===== src/rtl/bp_me_stream_arbiter_pkg.sv =====
// Shared types for the BedRock memory stream arbiter: processor config selector,
// the BedRock mem header layout and the arbiter state encoding.
package bp_me_stream_arbiter_pkg;

  typedef enum logic [1:0] {
    e_bp_default_cfg = 2'd0,
    e_bp_unicore_cfg = 2'd1
  } bp_params_e;

  localparam int paddr_width_gp  = 40;
  localparam int lce_id_width_gp = 4;
  localparam int lce_assoc_gp    = 8;

  typedef enum logic [3:0] {
    e_bedrock_mem_rd    = 4'd0,
    e_bedrock_mem_wr    = 4'd1,
    e_bedrock_mem_uc_rd = 4'd2,
    e_bedrock_mem_uc_wr = 4'd3,
    e_bedrock_mem_pre   = 4'd4,
    e_bedrock_mem_amo   = 4'd5
  } bp_bedrock_mem_type_e;

  typedef struct packed {
    logic [lce_id_width_gp-1:0]      lce_id;
    logic [$clog2(lce_assoc_gp)-1:0] way_id;
    logic [1:0]                      state;
  } bp_bedrock_mem_payload_s;

  typedef struct packed {
    bp_bedrock_mem_payload_s    payload;
    logic [2:0]                 size;
    logic [paddr_width_gp-1:0]  addr;
    logic [3:0]                 subop;
    bp_bedrock_mem_type_e       msg_type;
  } bp_bedrock_mem_header_s;

  typedef enum logic [1:0] {
    e_idle = 2'd0,
    e_hold = 2'd1,
    e_lock = 2'd2
  } bp_me_stream_arb_state_e;

  // Every supported config shares the same header layout today.
  function automatic int bedrock_mem_header_width_f(input bp_params_e cfg);
    case (cfg)
      e_bp_default_cfg: return $bits(bp_bedrock_mem_header_s);
      default:          return $bits(bp_bedrock_mem_header_s);
    endcase
  endfunction

endpackage


===== src/rtl/bp_me_stream_rr_pick.sv =====
// Round-robin picker: rotates the valid vector by the pointer, takes the lowest
// set bit and un-rotates it back into a requester index.
module bp_me_stream_rr_pick
  import bp_me_stream_arbiter_pkg::*;
#(
  parameter  int num_req_p   = 2,
  localparam int id_width_lp = (num_req_p > 1) ? $clog2(num_req_p) : 1
) (
  input  logic [num_req_p-1:0]   v_i,
  input  logic [id_width_lp-1:0] rr_ptr_i,
  output logic [id_width_lp-1:0] id_o,
  output logic                   v_o
);

  logic [2*num_req_p-1:0] v_dbl;
  logic [num_req_p-1:0]   v_rot;
  logic [id_width_lp-1:0] off;
  logic [id_width_lp:0]   sum;

  assign v_dbl = {v_i, v_i};
  assign v_rot = num_req_p'(v_dbl >> rr_ptr_i);

  always_comb begin
    off = '0;
    for (int k = num_req_p - 1; k >= 0; k--) begin
      if (v_rot[k]) off = id_width_lp'(k);
    end
  end

  // Offset plus pointer, folded back into range without a modulo operator.
  assign sum  = {1'b0, off} + {1'b0, rr_ptr_i};
  assign id_o = (sum >= (id_width_lp+1)'(num_req_p))
              ? id_width_lp'(sum - (id_width_lp+1)'(num_req_p))
              : sum[id_width_lp-1:0];
  assign v_o  = |v_i;

endmodule


===== src/rtl/bp_me_stream_arbiter.sv =====
// Shares one BedRock memory stream among num_req_p sources, round-robin at
// message boundaries, with the grant locked until the last beat handshakes.
module bp_me_stream_arbiter
  import bp_me_stream_arbiter_pkg::*;
#(
  parameter  bp_params_e bp_params_p = e_bp_default_cfg,
  parameter  int num_req_p       = 2,
  parameter  int data_width_p    = 64,
  parameter  int max_beats_p     = 8,
  localparam int header_width_lp = bedrock_mem_header_width_f(bp_params_p),
  localparam int req_id_width_lp = (num_req_p > 1) ? $clog2(num_req_p) : 1
) (
  input  logic                                 clk_i,
  input  logic                                 reset_n_i,
  input  logic [num_req_p*header_width_lp-1:0] mem_header_i,
  input  logic [num_req_p*data_width_p-1:0]    mem_data_i,
  input  logic [num_req_p-1:0]                 mem_v_i,
  input  logic [num_req_p-1:0]                 mem_last_i,
  output logic [num_req_p-1:0]                 mem_ready_and_o,
  output logic [header_width_lp-1:0]           mem_header_o,
  output logic [data_width_p-1:0]              mem_data_o,
  output logic                                 mem_v_o,
  input  logic                                 mem_ready_and_i,
  output logic                                 mem_last_o,
  output logic [req_id_width_lp-1:0]           grant_id_o,
  output logic                                 error_o
);

  localparam int cnt_width_lp = $clog2(max_beats_p + 1);
  localparam logic [cnt_width_lp-1:0] beat_max_lp  = cnt_width_lp'(max_beats_p);
  localparam logic [cnt_width_lp:0]   beat_lim_lp  = (cnt_width_lp+1)'(max_beats_p);

  // Handshake on any port: valid and ready both high in the same cycle.

  bp_me_stream_arb_state_e     state_q, state_d;
  logic [req_id_width_lp-1:0]  rr_ptr_q, rr_ptr_d;
  logic [req_id_width_lp-1:0]  lock_id_q, lock_id_d;
  logic [cnt_width_lp-1:0]     beat_cnt_q, beat_cnt_d;
  logic                        error_q, error_d;

  logic [req_id_width_lp-1:0]  pick_id;
  logic                        pick_v;
  logic [req_id_width_lp-1:0]  gnt_id;
  logic [num_req_p-1:0]        gnt_oh;
  logic                        sel_v;
  logic                        hs;
  logic [cnt_width_lp-1:0]     beats_prior;
  logic [cnt_width_lp:0]       beats_next;

  function automatic logic [req_id_width_lp-1:0] rr_next(input logic [req_id_width_lp-1:0] id);
    return (id == req_id_width_lp'(num_req_p - 1)) ? '0 : id + req_id_width_lp'(1);
  endfunction

  bp_me_stream_rr_pick #(
    .num_req_p(num_req_p)
  ) u_pick (
    .v_i      (mem_v_i),
    .rr_ptr_i (rr_ptr_q),
    .id_o     (pick_id),
    .v_o      (pick_v)
  );

  // Outside e_idle the grant is frozen so an offered beat cannot change under us.
  assign gnt_id = (state_q == e_idle) ? pick_id : lock_id_q;
  assign sel_v  = (state_q == e_idle) ? pick_v  : mem_v_i[lock_id_q];

  for (genvar g = 0; g < num_req_p; g++) begin : g_oh
    assign gnt_oh[g] = (gnt_id == req_id_width_lp'(g));
  end

  // One-hot AND-OR datapath mux.
  always_comb begin
    mem_header_o = '0;
    mem_data_o   = '0;
    mem_last_o   = 1'b0;
    for (int i = 0; i < num_req_p; i++) begin
      mem_header_o = mem_header_o | ({header_width_lp{gnt_oh[i]}} & mem_header_i[i*header_width_lp +: header_width_lp]);
      mem_data_o   = mem_data_o   | ({data_width_p{gnt_oh[i]}}    & mem_data_i[i*data_width_p +: data_width_p]);
      mem_last_o   = mem_last_o   | (gnt_oh[i] & mem_last_i[i]);
    end
  end

  assign mem_v_o         = reset_n_i & sel_v;
  assign mem_ready_and_o = {num_req_p{reset_n_i & mem_ready_and_i}} & gnt_oh;
  assign grant_id_o      = reset_n_i ? gnt_id : '0;
  assign error_o         = error_q;
  assign hs              = mem_v_o & mem_ready_and_i;

  // Beats already accepted in this message; the first beat always lands outside e_lock.
  assign beats_prior = (state_q == e_lock) ? beat_cnt_q : cnt_width_lp'(0);
  assign beats_next  = {1'b0, beats_prior} + (cnt_width_lp+1)'(1);

  always_comb begin
    state_d    = state_q;
    rr_ptr_d   = rr_ptr_q;
    lock_id_d  = lock_id_q;
    beat_cnt_d = beat_cnt_q;
    error_d    = error_q;

    if (hs && !mem_last_o && (beats_next >= beat_lim_lp)) error_d = 1'b1;

    case (state_q)
      e_idle: begin
        if (mem_v_o) begin
          if (hs && mem_last_o) begin
            rr_ptr_d = rr_next(gnt_id);
          end else if (hs) begin
            state_d    = e_lock;
            lock_id_d  = gnt_id;
            beat_cnt_d = cnt_width_lp'(1);
          end else begin
            state_d    = e_hold;
            lock_id_d  = gnt_id;
          end
        end
      end
      e_hold: begin
        if (hs && mem_last_o) begin
          state_d  = e_idle;
          rr_ptr_d = rr_next(lock_id_q);
        end else if (hs) begin
          state_d    = e_lock;
          beat_cnt_d = cnt_width_lp'(1);
        end
      end
      e_lock: begin
        if (hs && mem_last_o) begin
          state_d    = e_idle;
          rr_ptr_d   = rr_next(lock_id_q);
          beat_cnt_d = '0;
        end else if (hs && (beat_cnt_q != beat_max_lp)) begin
          beat_cnt_d = beat_cnt_q + cnt_width_lp'(1);
        end
      end
      default: state_d = e_idle;
    endcase
  end

  always_ff @(posedge clk_i or negedge reset_n_i) begin
    if (!reset_n_i) begin
      state_q    <= e_idle;
      rr_ptr_q   <= '0;
      lock_id_q  <= '0;
      beat_cnt_q <= '0;
      error_q    <= 1'b0;
    end else begin
      state_q    <= state_d;
      rr_ptr_q   <= rr_ptr_d;
      lock_id_q  <= lock_id_d;
      beat_cnt_q <= beat_cnt_d;
      error_q    <= error_d;
    end
  end

endmodule


===== config.mk =====
export PLATFORM = sky130hd
export DESIGN_NAME = bp_me_stream_arbiter
export DESIGN_NICKNAME = d
export VERILOG_FILES = /design/src/rtl/bp_me_stream_arbiter_pkg.sv /design/src/rtl/bp_me_stream_rr_pick.sv /design/src/rtl/bp_me_stream_arbiter.sv
export SDC_FILE = /design/constraint.sdc
export NUM_CORES = 1
export LEC_CHECK = 0
export ABC_AREA = 1
export BUFFER_PORTS_ARGS = -buffer_cell sky130_fd_sc_hd__buf_2
export CAP_MARGIN = 0
export CORE_AREA = 3 3 148 150
export DETAILED_ROUTE_END_ITERATION = 6
export DIE_AREA = 0 0 151 153
export HOLD_SLACK_MARGIN = 0.02
export PLACE_DENSITY = 0.42
export SLEW_MARGIN = 20
export SYNTH_ARGS = -nofsm -noshare
export SYNTH_HDL_FRONTEND = slang
export SYNTH_HIERARCHICAL = 1
export SYNTH_SLANG_ARGS = --single-unit

===== constraint.sdc =====
create_clock -name clk_i -period 2.4 [get_ports clk_i]
set_clock_uncertainty 0.15 [all_clocks]
set_input_delay 0.24 -clock clk_i [delete_from_list [all_inputs] [get_ports clk_i]]
set_output_delay 0.24 -clock clk_i [all_outputs]
set_load 0.03 [all_outputs]

==> impl_summary.log <==
INFO  metric die_y = 153 µm
INFO  metric critPathArrivalTime = 1.88 ns
INFO  metric crit_chain = inv_2, ha_4, nand2_2, nand2_8, clkinv_8, buf_16, nand2_1, nand2_1, buf_4
INFO  metric timing.critical_path.slowest_stage_cell = dfrtp_1
INFO  metric synth_enable_flop_cells = 0
INFO  metric hold-path-cell-count = 4
INFO  metric cts_tree = yes
INFO  metric dr_total_vias = 4316
INFO  metric timing.critical_path.to_type = output pin
INFO  metric finalSetupViolations = 0
INFO  metric outcome = completed
INFO  metric grt.total_usage = 12.0%
INFO  metric detail_route.vias_per_cell = 3.70
INFO  metric finalHoldWorstSlack = 0.298 ns
INFO  metric antenna_found_initial = 1
INFO  metric cts-buffers-inserted = 3
INFO  metric path_max_fanout = 30
INFO  metric fin_ws = 0.134 ns
INFO  metric max_freq = 0.441 GHz
INFO  metric crit_required = 2.01 ns
INFO  metric critical_path.n_buffers_inverters = 4
INFO  metric final_layout_size_suffix_gt1_share = 47.8%
INFO  metric floorplan.initialDensity = 11.2%
INFO  metric report.final.slew_viol_count = 0
INFO  metric postSynthAreaPerCell = 4.54 µm²
INFO  metric worst_path_largest_cell_delay = 0.41 ns
INFO  metric ys_seq_elements = 9
INFO  metric criticalPathCategory = reg2out
INFO  metric synth_fp_nets = 775
INFO  metric portBuffers = 384
INFO  metric detail_route.wirelength = 15800 µm
INFO  metric route.detailed.wl_per_inst = 13.5 µm
INFO  metric timing.critical_path.max_delay_family = buffers and inverters
INFO  metric grt_pass1_vias = 4230
INFO  metric clkSinkCount = 9
INFO  metric cellPowerDensity = 1490 mW/mm²
INFO  metric global_route.overflow_total = 0
INFO  metric boundaryPins = 385
INFO  metric synthesis.instances = 513
INFO  metric grt_max_degree = 67
INFO  metric final_period_minus_worst_setup_slack = 2.27 ns
INFO  metric syn-cell-area = 0.00233 mm²
INFO  metric die_span_x = 151 µm
INFO  metric synth_cell_type_count = 26
INFO  metric count_of_maximum_capacitance_violations = 0
INFO  metric coreArea = 0.0208 mm²
INFO  metric length_of_the_first_detailed_routing_pass_in_iterations = 5
INFO  metric insertedDiodeCount = 0
INFO  metric pre_cts_setup_slack = 0.155 ns
INFO  metric post-route-drc-count = 0
INFO  metric max-slew-margin-rel = 79.3%
INFO  metric critical_path.startpoint_type = flip-flop
INFO  metric ant_nets = 0
INFO  metric final.period_utilization = 94.4%
INFO  metric worst_hold_path_type = in2reg
INFO  metric worst_path_most_repeated_cell = nand2_1
INFO  metric worst_setup_hold_path_clk_slew = 0.04 ns
INFO  metric timing_hold_violations_final = 0
INFO  metric clk-insertion-delay-late = 0.24 ns
INFO  metric async_reset_ff_share = 100%
INFO  metric timing.reg2reg.worst_path_depth = 12
INFO  metric htree_num_levels = 1
INFO  metric worst_ir_drop_vdd = 0.513 mV
INFO  metric floorplan.die_area = 0.0231 mm²
INFO  metric leakagePower = 3.25 nW
INFO  metric area.growth.synth_to_final = 110%
INFO  metric hpwlAfterDp = 12700 µm
INFO  metric ctsLongestPathBuffers = 2
INFO  metric cts.root.buffer_cell = clkbuf_16
INFO  metric ys_seq_area_share = 9.67%
INFO  metric finish.net_count = 1154
INFO  metric worst-slew-pin-transition = 0.311 ns
INFO  metric ys_dominant_reg_cell = dfrtp_1
INFO  metric ys.warnings.count = 6
INFO  metric worst-path-stages = 9
INFO  metric global_route_wire_length_before_repair = 22200 µm
INFO  metric detailedRoute.firstIterationViolations = 158
INFO  metric row_count = 53
INFO  metric globalplace.congestion = 0.854
[worst register-to-register path, delay by kind of cell, from the launching register on]
kind                       cells  cell delay, ns
and+or+nand+nor                7            0.74
DFF                            1            0.41
buffers and inverters          3            0.39
adders and majority gates      1            0.17
AOI/OAI and AO/OA              1            0.12
[metal layers]
layer,up-vias,part of all wire (%),track usage [%]
met5,-,0,0
met1,1820,40,14.2
met3,12,7.2,2.16
li1,2290,-,-
met2,194,52,22.7
met4,0,1.3,1.55
[logic make-up (layout without fill, tap and decap cells)]
kind of cell    after synthesis  count (layout)  synth area share [%]
fa+ha+maj                     7               7                  3.76
buf+inv                      45             423                  8.27
compound gates               13              13                  3.92
simple gates                438             438                  74.0
flops                         9               9                  9.67
xor+xnor                      1               1                 0.376
[cells in the final DEF, fill, tap and decap left out]
cell type      instances
a31o_2                 1
o21ai_0                3
clkbuf_16              6
ha_1                   6
a21oi_4                1
clkbuf_1               1
inv_1                 13
nor3_1                 3
nand2_2                5
or2_1                  1
ha_4                   1
xnor2_1                1
nor2_1                11
dfrtp_1                9
nand3_4                1
buf_2                373
nand3_1                8
nand3_2                3
buf_4                 10
dlygate4sd3_1          1
nand2_4                1
inv_2                  4
nor2_2                 2
buf_12                 1
o21ai_1                4
nand2_8                1
nor2_4                 1
a21oi_1                3
buf_6                  1
nand3b_1               1
o21ai_4                1
clkbuf_4               8
nand2_1              400
buf_16                 4
clkinv_8               1
[flip-flops by register name, indices dropped and copies added, names as in the netlist]
signal and flops:
beat_cnt_q 4, error_o 1, lock_id_q 1, rr_ptr_q 1
state_q 2
[power breakdown]
group | leakage [nW] | switching (W) | total [W] | internal (W)
clock network | 0.0382 | 0.0000809 | 0.000304 | 0.000223
logic | 3.09 | 0.00467 | 0.00672 | 0.00206
registers | 0.118 | 0.0000544 | 0.000256 | 0.000202
[synthesized netlist by cell type (4+ instances only)]
cell / n / share of area (%)
buf_2: 10 / 2.1
clkbuf_1: 15 / 2.4
dfrtp_1: 9 / 9.7
ha_1: 7 / 3.8
inv_1: 15 / 2.4
nand2_1: 401 / 65
nand2_2: 6 / 1.6
nand3_1: 8 / 1.7
nor2_1: 11 / 1.8
o21ai_1: 4 / 0.86
[layout make-up]
type / count / area, µm²
fillers: 2454 / 15900
clock buffers: 4 / 78.8
well taps: 275 / 344
inverters: 18 / 80.1
flip-flops and latches: 9 / 225
multi-input cells: 459 / 1950
repair buffers: 401 / 2230
[what timing repair did]
action,4_1_cts,5_1_grt
resized for setup,9,17
gates cloned,1,3
pin swaps,0,1
setup buffers,0,1
hold buffers,1,0
endpoints found under the hold margin,9,0
setup endpoints to repair,66,126
[metrics by stage]
stage | cells | total power, W | TNS (ns) | cell area (µm²) | utilization (%)
finish | 1166 | 0.00728 | 0 | 4900 | 23.5
global route | 1166 | 0.00793 | -0.00536 | 4900 | 23.5
CTS | 1162 | 0.00699 | -0.00632 | 4760 | 22.8
detailed placement | 1156 | 0.00651 | 0 | 4610 | 22.1
global placement | 1156 | 0.00652 | 0 | 4610 | 22.1
floorplan | 513 | 0.00452 | 0 | 2330 | -
[path summary, 6_finish.rpt]
| check | start | end | slack, ns |
|---|---|---|---|
| setup / recovery | state_q[0] | mem_header_o[37] | 0.13 |
| hold / removal | mem_ready_and_i | state_q[0] | 0.30 |
| hold reg to reg | error_o | error_o | 0.31 |
| min in group asynchronous | reset_n_i | rr_ptr_q | 0.34 |
| max in group asynchronous | reset_n_i | beat_cnt_q[0] | 1.61 |
| setup reg to reg | state_q[0] | beat_cnt_q[0] | 0.30 |
No activity file was read; power rests on OpenSTA's default activity.
